### src/rtl/square_pkg.sv
// Shared types for the bouncing-square animation: FSM states, colour record,
// background colour and the foreground palette lookup.
package square_pkg;

  typedef enum logic [1:0] {
    IDLE   = 2'd0,
    MOVE_X = 2'd1,
    MOVE_Y = 2'd2,
    DONE   = 2'd3
  } anim_state_t;

  typedef struct packed {
    logic [3:0] r;
    logic [3:0] g;
    logic [3:0] b;
  } rgb_t;

  localparam rgb_t BG_COLOR = 12'h137;

  // Four-entry foreground palette; entry 0 is the reset colour.
  function automatic rgb_t palette_color(input logic [1:0] idx);
    rgb_t c;
    case (idx)
      2'd0:    c = 12'hFFF;
      2'd1:    c = 12'hF00;
      2'd2:    c = 12'h0F0;
      default: c = 12'h00F;
    endcase
    return c;
  endfunction

endpackage

### src/rtl/frame_tick.sv
// Start-of-vertical-blank detector: high for the single pixel where the raster
// reaches the first blanking line at column 0.
module frame_tick #(
  parameter int CORDW = 10,
  parameter int V_RES = 480
) (
  input  logic [CORDW-1:0] sx,
  input  logic [CORDW-1:0] sy,
  output logic             tick
);

  assign tick = (sy == CORDW'(V_RES)) && (sx == '0);

endmodule

### src/rtl/square_anim_ctrl.sv
// Bouncing-square animation controller: moves the square once per frame during
// vertical blank and paints it. Optional macro SQUARE_COLOR_CYCLE_EN steps the
// foreground through the palette on every bounce.
module square_anim_ctrl
  import square_pkg::*;
#(
  parameter int CORDW   = 10,
  parameter int H_RES   = 640,
  parameter int V_RES   = 480,
  parameter int Q_SIZE  = 200,
  parameter int Q_SPEED = 2,
  parameter int Q_X0    = 220,
  parameter int Q_Y0    = 140
) (
  input  logic             clk_pix,
  input  logic             rst_pix_n,
  input  logic [CORDW-1:0] sx,
  input  logic [CORDW-1:0] sy,
  input  logic             de,
  input  logic             pause,
  input  logic             step,
  output logic [CORDW-1:0] qx,
  output logic [CORDW-1:0] qy,
  output logic [3:0]       paint_r,
  output logic [3:0]       paint_g,
  output logic [3:0]       paint_b,
  output logic             bounce,
  output logic [15:0]      frame_cnt
);

  anim_state_t      state_reg;
  anim_state_t      state_next;
  logic             tick;
  logic             accept;
  logic [CORDW-1:0] pos [2];
  logic             flip [2];
  logic [15:0]      frame_cnt_reg;
  rgb_t             fg;
  rgb_t             paint_reg;
  logic [CORDW:0]   x_end;
  logic [CORDW:0]   y_end;
  logic             hit;

  frame_tick #(
    .CORDW (CORDW),
    .V_RES (V_RES)
  ) u_frame_tick (
    .sx   (sx),
    .sy   (sy),
    .tick (tick)
  );

  assign accept = tick && (!pause || step);

  always_ff @(posedge clk_pix or negedge rst_pix_n) begin
    if (!rst_pix_n) state_reg <= IDLE;
    else            state_reg <= state_next;
  end

  always_comb begin
    state_next = state_reg;
    case (state_reg)
      IDLE:    if (accept) state_next = MOVE_X;
      MOVE_X:  state_next = MOVE_Y;
      MOVE_Y:  state_next = DONE;
      DONE:    state_next = IDLE;
      default: state_next = IDLE;
    endcase
  end

  always_comb begin
    bounce = 1'b0;
    if (state_reg == DONE) bounce = flip[0] | flip[1];
  end

  // Axis 0 is horizontal (qx/dx), axis 1 vertical (qy/dy); each updates in its own state.
  genvar gi;
  generate
    for (gi = 0; gi < 2; gi++) begin : g_axis
      localparam int          LIMIT     = (gi == 0) ? H_RES - Q_SIZE - Q_SPEED
                                                    : V_RES - Q_SIZE - Q_SPEED;
      localparam int          POS0      = (gi == 0) ? Q_X0 : Q_Y0;
      localparam anim_state_t ACTIVE_ST = (gi == 0) ? MOVE_X : MOVE_Y;

      logic [CORDW-1:0] pos_reg;
      logic             dir_reg;
      logic             flip_reg;

      always_ff @(posedge clk_pix or negedge rst_pix_n) begin
        if (!rst_pix_n) begin
          pos_reg  <= CORDW'(POS0);
          dir_reg  <= 1'b1;
          flip_reg <= 1'b0;
        end else if (state_reg == IDLE) begin
          flip_reg <= 1'b0;
        end else if (state_reg == ACTIVE_ST) begin
          if (dir_reg) begin
            if (pos_reg >= CORDW'(LIMIT)) begin
              dir_reg  <= 1'b0;
              flip_reg <= 1'b1;
            end else begin
              pos_reg <= pos_reg + CORDW'(Q_SPEED);
            end
          end else begin
            if (pos_reg < CORDW'(Q_SPEED)) begin
              dir_reg  <= 1'b1;
              flip_reg <= 1'b1;
            end else begin
              pos_reg <= pos_reg - CORDW'(Q_SPEED);
            end
          end
        end
      end

      assign pos[gi]  = pos_reg;
      assign flip[gi] = flip_reg;
    end
  endgenerate

  assign qx = pos[0];
  assign qy = pos[1];

  always_ff @(posedge clk_pix or negedge rst_pix_n) begin
    if (!rst_pix_n)              frame_cnt_reg <= '0;
    else if (state_reg == DONE)  frame_cnt_reg <= frame_cnt_reg + 16'd1;
  end

  assign frame_cnt = frame_cnt_reg;

`ifdef SQUARE_COLOR_CYCLE_EN
  logic [1:0] fg_idx_reg;

  always_ff @(posedge clk_pix or negedge rst_pix_n) begin
    if (!rst_pix_n)  fg_idx_reg <= 2'd0;
    else if (bounce) fg_idx_reg <= fg_idx_reg + 2'd1;
  end

  assign fg = palette_color(fg_idx_reg);
`else
  assign fg = palette_color(2'd0);
`endif

  // One extra bit on the far edge so a square touching the screen limit cannot wrap.
  assign x_end = {1'b0, qx} + (CORDW+1)'(Q_SIZE);
  assign y_end = {1'b0, qy} + (CORDW+1)'(Q_SIZE);
  assign hit   = (sx >= qx) && ({1'b0, sx} < x_end) &&
                 (sy >= qy) && ({1'b0, sy} < y_end);

  always_ff @(posedge clk_pix or negedge rst_pix_n) begin
    if (!rst_pix_n)  paint_reg <= '0;
    else if (!de)    paint_reg <= '0;
    else if (hit)    paint_reg <= fg;
    else             paint_reg <= BG_COLOR;
  end

  assign paint_r = paint_reg.r;
  assign paint_g = paint_reg.g;
  assign paint_b = paint_reg.b;

endmodule

### config.mk
export PLATFORM = sky130hd
export DESIGN_NAME = square_anim_ctrl
export DESIGN_NICKNAME = d
export VERILOG_FILES = /design/src/rtl/square_pkg.sv /design/src/rtl/frame_tick.sv /design/src/rtl/square_anim_ctrl.sv
export SDC_FILE = /design/constraint.sdc
export NUM_CORES = 1
export LEC_CHECK = 0
export BUFFER_PORTS_ARGS = -buffer_cell sky130_fd_sc_hd__clkbuf_2
export CAP_MARGIN = 0
export CORE_UTILIZATION = 60
export CTS_CLUSTER_DIAMETER = 30
export CTS_CLUSTER_SIZE = 25
export DETAILED_ROUTE_END_ITERATION = 7
export PLACE_DENSITY_LB_ADDON = 0.15
export SLEW_MARGIN = 20
export SYNTH_ARGS = -nofsm -noshare
export SYNTH_HDL_FRONTEND = slang
export SYNTH_SLANG_ARGS = --single-unit
export TNS_END_PERCENT = 100
### constraint.sdc
create_clock -name clk_pix -period 6.4 [get_ports clk_pix]
set_input_delay 1.28 -clock clk_pix [delete_from_list [all_inputs] [get_ports clk_pix]]
set_output_delay 1.28 -clock clk_pix [all_outputs]
set_load 0.05 [all_outputs]
==> impl_summary.md, run 1 <==
STA
The number of pins exceeding their max-slew limit in the final report came to 0. Of the available clock period, the critical path in the final layout requires 0.4296. Setup total negative slack on the finished layout was measured at 0 ps. The final critical-path required period is 2749 ps. The setup skew after layout is 3.521 ps. The number of hold-slack violations in the final timing report came to 0. The slew at the pin closest to its max-slew limit is 928.4 ps. The hold slack is 472.8 ps.

In this run the tightest slew margin relative to its limit is 0.3811. Setup violations remaining at the end of the flow were counted as 0. Setup repair after global routing left no endpoint under its margin. Based on the critical path, the design can be clocked at up to 0.3637 GHz.

Layout
The register with the most flip-flops in the layout has 16 of them. Of the cells placed in the final design, the portion with a size suffix greater than 1 is 0.2400. The number of nets in the layout is 496. The share of the core filled with cells is 0.6875. The post-route non-filler standard cell count is 497.

0 antenna diodes ended up in the layout. Compared with the post-synthesis result, the final layout area differs by 10.80%.

Synthesis
The synthesized design contains 0 enable-type register cells. The total standard cell area after synthesis is 3396 sq um. The most used flip-flop cell after synthesis is sky130_fd_sc_hd__dfrtp_1. The adder-cell share of the synthesized area is 0.1732.

The portion of netlist area occupied by mux cells is 0.01253. The parity-gate share of the synthesized area counting xor and xnor cells is 0.09543. The compound-gate portion of the synthesized area is 0.1326. For this run, the register share of the synthesized area comes to 0.3132. Of the total synthesized cell area, the portion taken by AND, OR, NAND and NOR gates is 0.1898. The count of warnings emitted by yosys is 0.

The combinational family with the most area after synthesis is simple AND/OR/NAND/NOR gates. The number of register bits inferred by synthesis is 42. The number of instances in the synthesized netlist is 370.

The number of different library cells used by synthesis comes to 58. Averaged over all synthesized cells, the footprint is 9.178 sq um. The fraction of registers with async set or reset after synthesis is 1.000.

Routing
Dividing the detail-routed wire length by the instance count gives 14.24 um. After detailed routing, the total wire length is 7077 um. In the routed layout, each cell is associated on average with a via count of 5.708. The final route contains 2,837 vias. The first-pass iteration count of the detailed router is 4.

The first routing iteration left 190 violations. In the routed design, unresolved DRC markers number 0. The number of routed nets with antenna violations is 0.

Power and ir drop
Of the total power, combinational logic draws 0.609. The overall power of the completed layout is 1.859 mW. Across the VDD grid, the largest voltage drop is 0.0003160 V. The sequential cell fraction of total power is 0.293.

In this run the power spent charging and discharging nets is 996.3 uW. The power per cell area is 494.0 nW/um^2. Of the total power, the clock network draws 0.098.

The design internal power is 862.4 uW. For this design the static power due to leakage is 1.792 nW. The fraction of power spent switching nets is 0.5360.

Placement
The placed wire-length estimate is 5593 um. Counting tap cells, the placed design contains a total of 489 instances. The weighted congestion at the end of routability-driven global placement is 0.8841.

The number of buffer cells added on primary ports is 71.

Critical path
Data on the critical path is required at its endpoint by 6590 ps. The launching element of the worst setup path is qx[4]. The largest individual stage delay along the critical path comes from the cell sky130_fd_sc_hd__dfstp_2. The largest fanout of any net on the critical path is 9. The arrival time reported for the critical path endpoint is 2930 ps. The worst reg2reg path endpoint is paint_g[2]. The depth of the worst register-to-register path is 10. The flop-to-flop setup slack is 3650 ps. The startpoint type of the worst setup path is a flip-flop. In this design, the largest share of critical-path delay is due to compound AO/OA/AOI/OAI gates. The worst register-to-register path begins at qx[4]. Counting stages on the worst path, the most repeated cell is sky130_fd_sc_hd__a21oi_1.

The number of buffer and inverter instances along the worst setup path is 0. The critical path goes through ha_1 > nand2_1 > a21oi_1 > a21oi_1 > ha_1 > a21oi_1 > nand2_1 > a211o_1 > o221a_2 > nor4b_1. The nature of the critical path endpoint is a flip-flop. For this run, the slowest stage of the critical path takes 640 ps. The worst setup path is of the reg -> reg kind.

Clocking
The count of cells resized by post-cts repair is 0. Buffers inserted to repair hold after CTS numbered 0. The cell chosen for the clock root is sky130_fd_sc_hd__clkbuf_8.

The clock slew seen by the registers of the worst setup and hold paths is 80 ps. No sink is reached through more buffers than the 2 on the longest clock path. The TritonCTS sink count is 42. TritonCTS built the clock tree. The number of buffers added by the clock tree synthesis step is 5. The source-to-sink clock delay at the later pin of the worst-skew pair is 290 ps. After clock tree synthesis, the setup repair step added 0 buffers. The H-tree was split into 2 levels.

Hold path
The origin of the worst min-delay path is frame_cnt[15]. The worst hold path terminates at frame_cnt[15]. The class of the tightest hold or removal check is reg -> reg. The worst hold path depth is 1.

Die
The overall die area is 5964 sq um. The number of top-level pins is 74. The die is 77.23 um tall. The starting density of the core is 0.6205.

The area of the core is 5473 sq um. The width of the die is 77.23 um. The total number of placement rows is 27.

GRT
The number of antenna violations at the first check in global routing came to 0. The wire length of the first global-routing pass is 12,320 um. The global route total overflow is 0.

In the global route stage, overall resource usage came out at 0.2567. Entering global routing, the biggest net connects 43 pins. The number of global-route vias before repair is 2,673.

Flow run
The max-cap violation count is 0.

Outcome
The run finished with clean final reports.
## cell usage in the layout (no fill, tap or decap), types with 4 or more instances in the layout
cell / n
sky130_fd_sc_hd__clkbuf_2: 70
sky130_fd_sc_hd__and3_1: 6
sky130_fd_sc_hd__nor2_1: 19
sky130_fd_sc_hd__ha_1: 47
sky130_fd_sc_hd__dfrtp_1: 32
sky130_fd_sc_hd__xor2_1: 4
sky130_fd_sc_hd__o21ai_2: 4
sky130_fd_sc_hd__nor4_1: 10
sky130_fd_sc_hd__dfstp_2: 10
sky130_fd_sc_hd__nor3_1: 7
sky130_fd_sc_hd__nand4_1: 9
sky130_fd_sc_hd__a21oi_1: 17
sky130_fd_sc_hd__nand3_1: 13
sky130_fd_sc_hd__or4_1: 4
sky130_fd_sc_hd__clkbuf_8: 6
sky130_fd_sc_hd__o21ai_0: 19
sky130_fd_sc_hd__nand2_1: 29
sky130_fd_sc_hd__inv_1: 27
sky130_fd_sc_hd__xnor2_1: 33
sky130_fd_sc_hd__a31oi_1: 4
sky130_fd_sc_hd__nand2b_1: 5
## kinds of logic (layout without fill, tap and decap cells)
kind of cell / count (synthesis) / after routing
AOI/OAI and AO/OA: 68 / 68
xor gates and xnor gates: 37 / 37
adders and majority gates: 47 / 47
buffers and inverters: 52 / 106
DFF: 42 / 42
muxes: 4 / 4
other: 1 / 2
and+or+nand+nor: 119 / 119
## synthesized netlist by cell type, types with 2 or more instances
master / number / area share
sky130_fd_sc_hd__o21a_1: 2 / 0.0044
sky130_fd_sc_hd__nor3_1: 7 / 0.010
sky130_fd_sc_hd__buf_6: 4 / 0.013
sky130_fd_sc_hd__nor4_1: 10 / 0.018
sky130_fd_sc_hd__mux2i_1: 2 / 0.0059
sky130_fd_sc_hd__nand3_1: 13 / 0.019
sky130_fd_sc_hd__nor4b_1: 2 / 0.0052
sky130_fd_sc_hd__nor2b_1: 3 / 0.0055
sky130_fd_sc_hd__a31oi_1: 4 / 0.0074
sky130_fd_sc_hd__buf_2: 4 / 0.0059
sky130_fd_sc_hd__xor2_1: 4 / 0.010
sky130_fd_sc_hd__buf_4: 13 / 0.029
sky130_fd_sc_hd__and2_1: 2 / 0.0037
sky130_fd_sc_hd__nand4_1: 9 / 0.017
sky130_fd_sc_hd__clkbuf_1: 3 / 0.0033
sky130_fd_sc_hd__inv_1: 27 / 0.030
sky130_fd_sc_hd__nor2_1: 19 / 0.021
sky130_fd_sc_hd__dfrtp_1: 32 / 0.24
sky130_fd_sc_hd__o31ai_1: 2 / 0.0044
sky130_fd_sc_hd__and4_1: 3 / 0.0077
sky130_fd_sc_hd__o21ai_0: 19 / 0.028
sky130_fd_sc_hd__or4_1: 4 / 0.0088
sky130_fd_sc_hd__and3_1: 6 / 0.011
sky130_fd_sc_hd__mux2_2: 2 / 0.0066
sky130_fd_sc_hd__ha_1: 47 / 0.17
sky130_fd_sc_hd__xnor2_1: 33 / 0.085
sky130_fd_sc_hd__nand2b_1: 5 / 0.0092
sky130_fd_sc_hd__a211o_1: 2 / 0.0052
sky130_fd_sc_hd__dfstp_2: 10 / 0.077
sky130_fd_sc_hd__nand2_1: 29 / 0.032
sky130_fd_sc_hd__a22o_1: 2 / 0.0052
sky130_fd_sc_hd__o21ai_2: 4 / 0.010
sky130_fd_sc_hd__a21oi_1: 17 / 0.025
## layout make-up
cell class / count / area (sq um)
sequential: 42 / 1064
timing repair buffer: 71 / 355.3
clock buffer: 6 / 82.58
inverter: 27 / 101.3
fill: 452 / 1710
clock inverter: 2 / 12.51
tap: 72 / 90.09
multi-input combinational: 277 / 2057
## stage by stage
step	instance area, sq um	setup WS [ps]
2_1_floorplan	3400	3743
5_1_grt	3762	3542
3_3_place_gp	3667	3619
3_5_place_dp	3667	3472
4_1_cts	3762	3634
6_report	3762	3651
## power by group through the flow
| stage | logic, mW | registers, mW | clock network, mW |
|---|---|---|---|
| floorplan | 0.742 | 0.703 | 0 |
| global placement | 1.10 | 0.540 | 0 |
| detailed placement | 1.13 | 0.544 | 0 |
| CTS | 1.13 | 0.541 | 0.186 |
| global route | 1.26 | 0.563 | 0.196 |
| finish | 1.13 | 0.545 | 0.182 |
## metal layers
layer | track usage | wire [um]
met1 | 0.3581 | 3367
met3 | 0.03214 | 395
met5 | 0 | 0
met2 | 0.4177 | 3236
met4 | 0.06792 | 78
## worst max-delay path by stage
stage / slack [ps] / depth (start not counted) / endpoint
after floorplan: 3740 / 10 / paint_g[2]
after global placement: 3620 / 7 / paint_g[2]
after detailed placement: 3470 / 7 / paint_g[2]
after CTS: 3630 / 3 / bounce
after global routing: 3540 / 10 / paint_g[2]
final: 3650 / 10 / paint_g[2]
Note: power is estimated with default switching activity, not from simulation.
==> inputs of run 2 (changes only) <==
--- a/config.mk
+++ b/config.mk
@@ -7,7 +7,7 @@
 export LEC_CHECK = 0
 export BUFFER_PORTS_ARGS = -buffer_cell sky130_fd_sc_hd__clkbuf_2
 export CAP_MARGIN = 0
-export CORE_UTILIZATION = 60
+export CORE_UTILIZATION = 55
 export CTS_CLUSTER_DIAMETER = 30
 export CTS_CLUSTER_SIZE = 25
 export DETAILED_ROUTE_END_ITERATION = 7
==> constraint.sdc (replaced) <==
create_clock -name clk_pix -period 2.9 [get_ports clk_pix]
set_input_delay 0.58 -clock clk_pix [delete_from_list [all_inputs] [get_ports clk_pix]]
set_output_delay 0.58 -clock clk_pix [all_outputs]
set_load 0.05 [all_outputs]
==> impl_summary.md, run 2 (synthesis gave the netlist of run 1 again) <==
GRT
The overall track demand over capacity in global routing is 0.2393 (-0.01740). The number of global-route vias before repair came to 2,556 (-4.4%). The number of antenna violations at the first check in global routing is 0 (unchanged).

The global route total overflow was 0 (unchanged). The wire length of the first global-routing pass is 11,970 um (-2.8%). The largest net degree at the start of global routing was 41 (-4.7%).

Critical path
The cell family contributing the most delay on the critical path is compound AO/OA/AOI/OAI gates. The critical path's largest stage delay is 640 ps (about the same). The nature of the critical path endpoint is a flip-flop. The kind of critical path is reg -> reg. The worst path required time is 3090 ps (-3500 ps).

The arrival time reported for the critical path endpoint is 2860 ps (-70 ps). The number of buffer and inverter instances along the worst setup path came to 0 (unchanged). The flop-to-flop setup slack is 220 ps (-3430 ps). The cell occurring most often along the worst timing path is sky130_fd_sc_hd__a21oi_1. The largest fanout of any net on the critical path was 9 (unchanged).

The slowest stage of the critical path belongs to the cell sky130_fd_sc_hd__dfstp_2. The critical path goes through ha_1 > nand2_1 > a21oi_1 > a21oi_1 > ha_1 > a21oi_1 > nand2_1 > a211o_1 > o221a_2 > nor4b_1. STA classifies the critical path startpoint as a flip-flop.

Hold path
The class of the tightest hold or removal check is in -> async.

Layout
The diode insertion count for antenna repair came to 0 (unchanged). The share of layout cells above drive strength 1 is 0.2436 (+0.003560). Leaving out fill and tap cells, the most frequent cell in the layout is sky130_fd_sc_hd__clkbuf_2. The flip-flop count of the largest register, all copies and words added is 16 (unchanged). In the layout the commonest cells are sky130_fd_sc_hd__clkbuf_2 (70), sky130_fd_sc_hd__ha_1 (47), sky130_fd_sc_hd__xnor2_1 (33), sky130_fd_sc_hd__dfrtp_1 (32), sky130_fd_sc_hd__nand2_1 (29). The share of the core filled with cells came to 0.6386 (-0.04884). The area growth from synthesis to layout is 11.35%. The number of nets in the layout is 498 (+0.40%).

STA
The maximum clock rate came to 0.3735 GHz (+2.7%). The worst relative slew slack was 0.4177 (+0.03657). The setup skew after layout is 5.254 ps (+1.733 ps). The hold slack is 395.6 ps (-77.19 ps). The fraction of the cycle the final worst path needs is 0.9232 (+0.4936).

The post-route setup TNS is 0 ps (unchanged). The final critical-path required period is 2677 ps (-72.25 ps). The slew at the pin closest to its max-slew limit was 873.5 ps (-54.85 ps). Setup repair after global routing left no endpoint under its margin. The number of hold-slack violations in the final timing report came to 0 (unchanged). The count of final setup violators is 0 (unchanged). The number of pins exceeding their max-slew limit in the final report was 0 (unchanged).

Power and ir drop
The fraction of power spent switching nets came to 0.5353 (-0.0007500). The power per cell area is 1089 nW/um^2 (+120%). The leakage power is 1.802 nW (+0.56%). The sequential cell fraction of total power was 0.292 (about the same).

The largest vdd supply drop came to 0.0007462 V (+140%). The net switching power is 2.204 mW (+120%). The fraction of power consumed by the clock network came to 0.098 (about the same). The part of the total power dissipated in combinational logic came to 0.610 (about the same).

The design internal power is 1.914 mW (+120%).

Outcome
The run finished with clean final reports.

Clocking
The buffer levels on the longest clock path is 2 (unchanged). The count of cells resized by post-cts repair was 0 (unchanged). The number of buffers added by the clock tree synthesis step is 5 (unchanged). The count of hold-fix buffers inserted at cts was 0 (unchanged).

The TritonCTS sink count is 42 (unchanged). The cell chosen for the clock root is sky130_fd_sc_hd__clkbuf_8. The H-tree depth reported by CTS is 2 (unchanged). The source-to-sink clock delay at the later pin of the worst-skew pair is 290 ps (about the same). The clock slew seen by the registers of the worst setup and hold paths is 80 ps (about the same). The TritonCTS clock tree is built. The number of buffers inserted to repair setup after CTS is 0 (unchanged).

Die
The width of the die is 80.58 um (+4.3%). The total number of placement rows is 28 (+3.7%). The height of the chip is 80.58 um (+4.3%). The starting density of the core came to 0.5735 (-0.04694). The area of the core is 5921 sq um (+8.2%).

The overall die area is 6492 sq um (+8.9%). The number of top-level pins is 74 (unchanged).

Routing
The total wire length is 7300 um (+3.2%). The first-pass iteration count of the detailed router is 4 (unchanged). The number of routed nets with antenna violations is 0 (unchanged). The per-cell via count in the routed design is 5.647 (-1.1%).

The routed length per instance came to 14.54 um (+2.1%). The post-route DRC violation count is 0 (unchanged). The via count is 2,835 (-0.070%). The DRC violation total after the first TritonRoute iteration came to 190 (unchanged).

Placement
The weighted congestion at the end of routability-driven global placement is 0.8588 (-2.9%). The placed wire-length estimate is 5729 um (+2.4%). The number of buffer cells added on primary ports is 71 (unchanged).

Flow run
The max-cap violation count was 0 (unchanged).
run 2: changes by cell type in the layout (fill, tap and decap cells not counted):
cell,before,now
sky130_fd_sc_hd__buf_4,0,2
run 2: through the flow:
stage / area, sq um / std cells / setup slack (ps) / power (mW)
final: 3781 / 502 / 222.8 / 4.117
after floorplan: 3400 / 371 / 242.8 / 3.188
after global placement: 3686 / 494 / 352.2 / 3.637
after detailed placement: 3686 / 494 / 236.5 / 3.710
after CTS: 3781 / 502 / 253.6 / 4.126
after global routing: 3781 / 502 / 62.66 / 4.468
run 2: layout make-up:
cell class,instances,area (sq um)
timing repair buffer,73,370.4
clock buffer,6,82.58
clock inverter,2,12.51
inverter,27,101.3
tap,75,93.84
fill,530,2140
sequential,42,1064
multi-input combinational,277,2057
run 2: routing by layer:
metal  global-route usage  wire length, um
met5                    0                0
met4              0.06607               68
met3              0.03523              422
met2               0.3644             3276
met1               0.3491             3534
run 2: worst paths after layout:
check,start,end,cells past startpoint
max,qx[4],paint_g[2],10
min,rst_pix_n,frame_cnt[5],1
max reg2reg,qx[4],paint_g[2],10
min reg2reg,frame_cnt[15],frame_cnt[15],1
max in group asynchronous,rst_pix_n,qx[3],2
min in group clk_pix,de,paint_b[2],1
run 2: power by group through the flow:
| stage | combinational [mW] | sequential [mW] | clock (mW) |
|---|---|---|---|
| after global routing | 2.78 | 1.24 | 0.439 |
| final | 2.51 | 1.20 | 0.402 |
| after global placement | 2.44 | 1.20 | 0 |
| after floorplan | 1.64 | 1.55 | 0 |
| after CTS | 2.51 | 1.20 | 0.417 |
| after detailed placement | 2.50 | 1.21 | 0 |
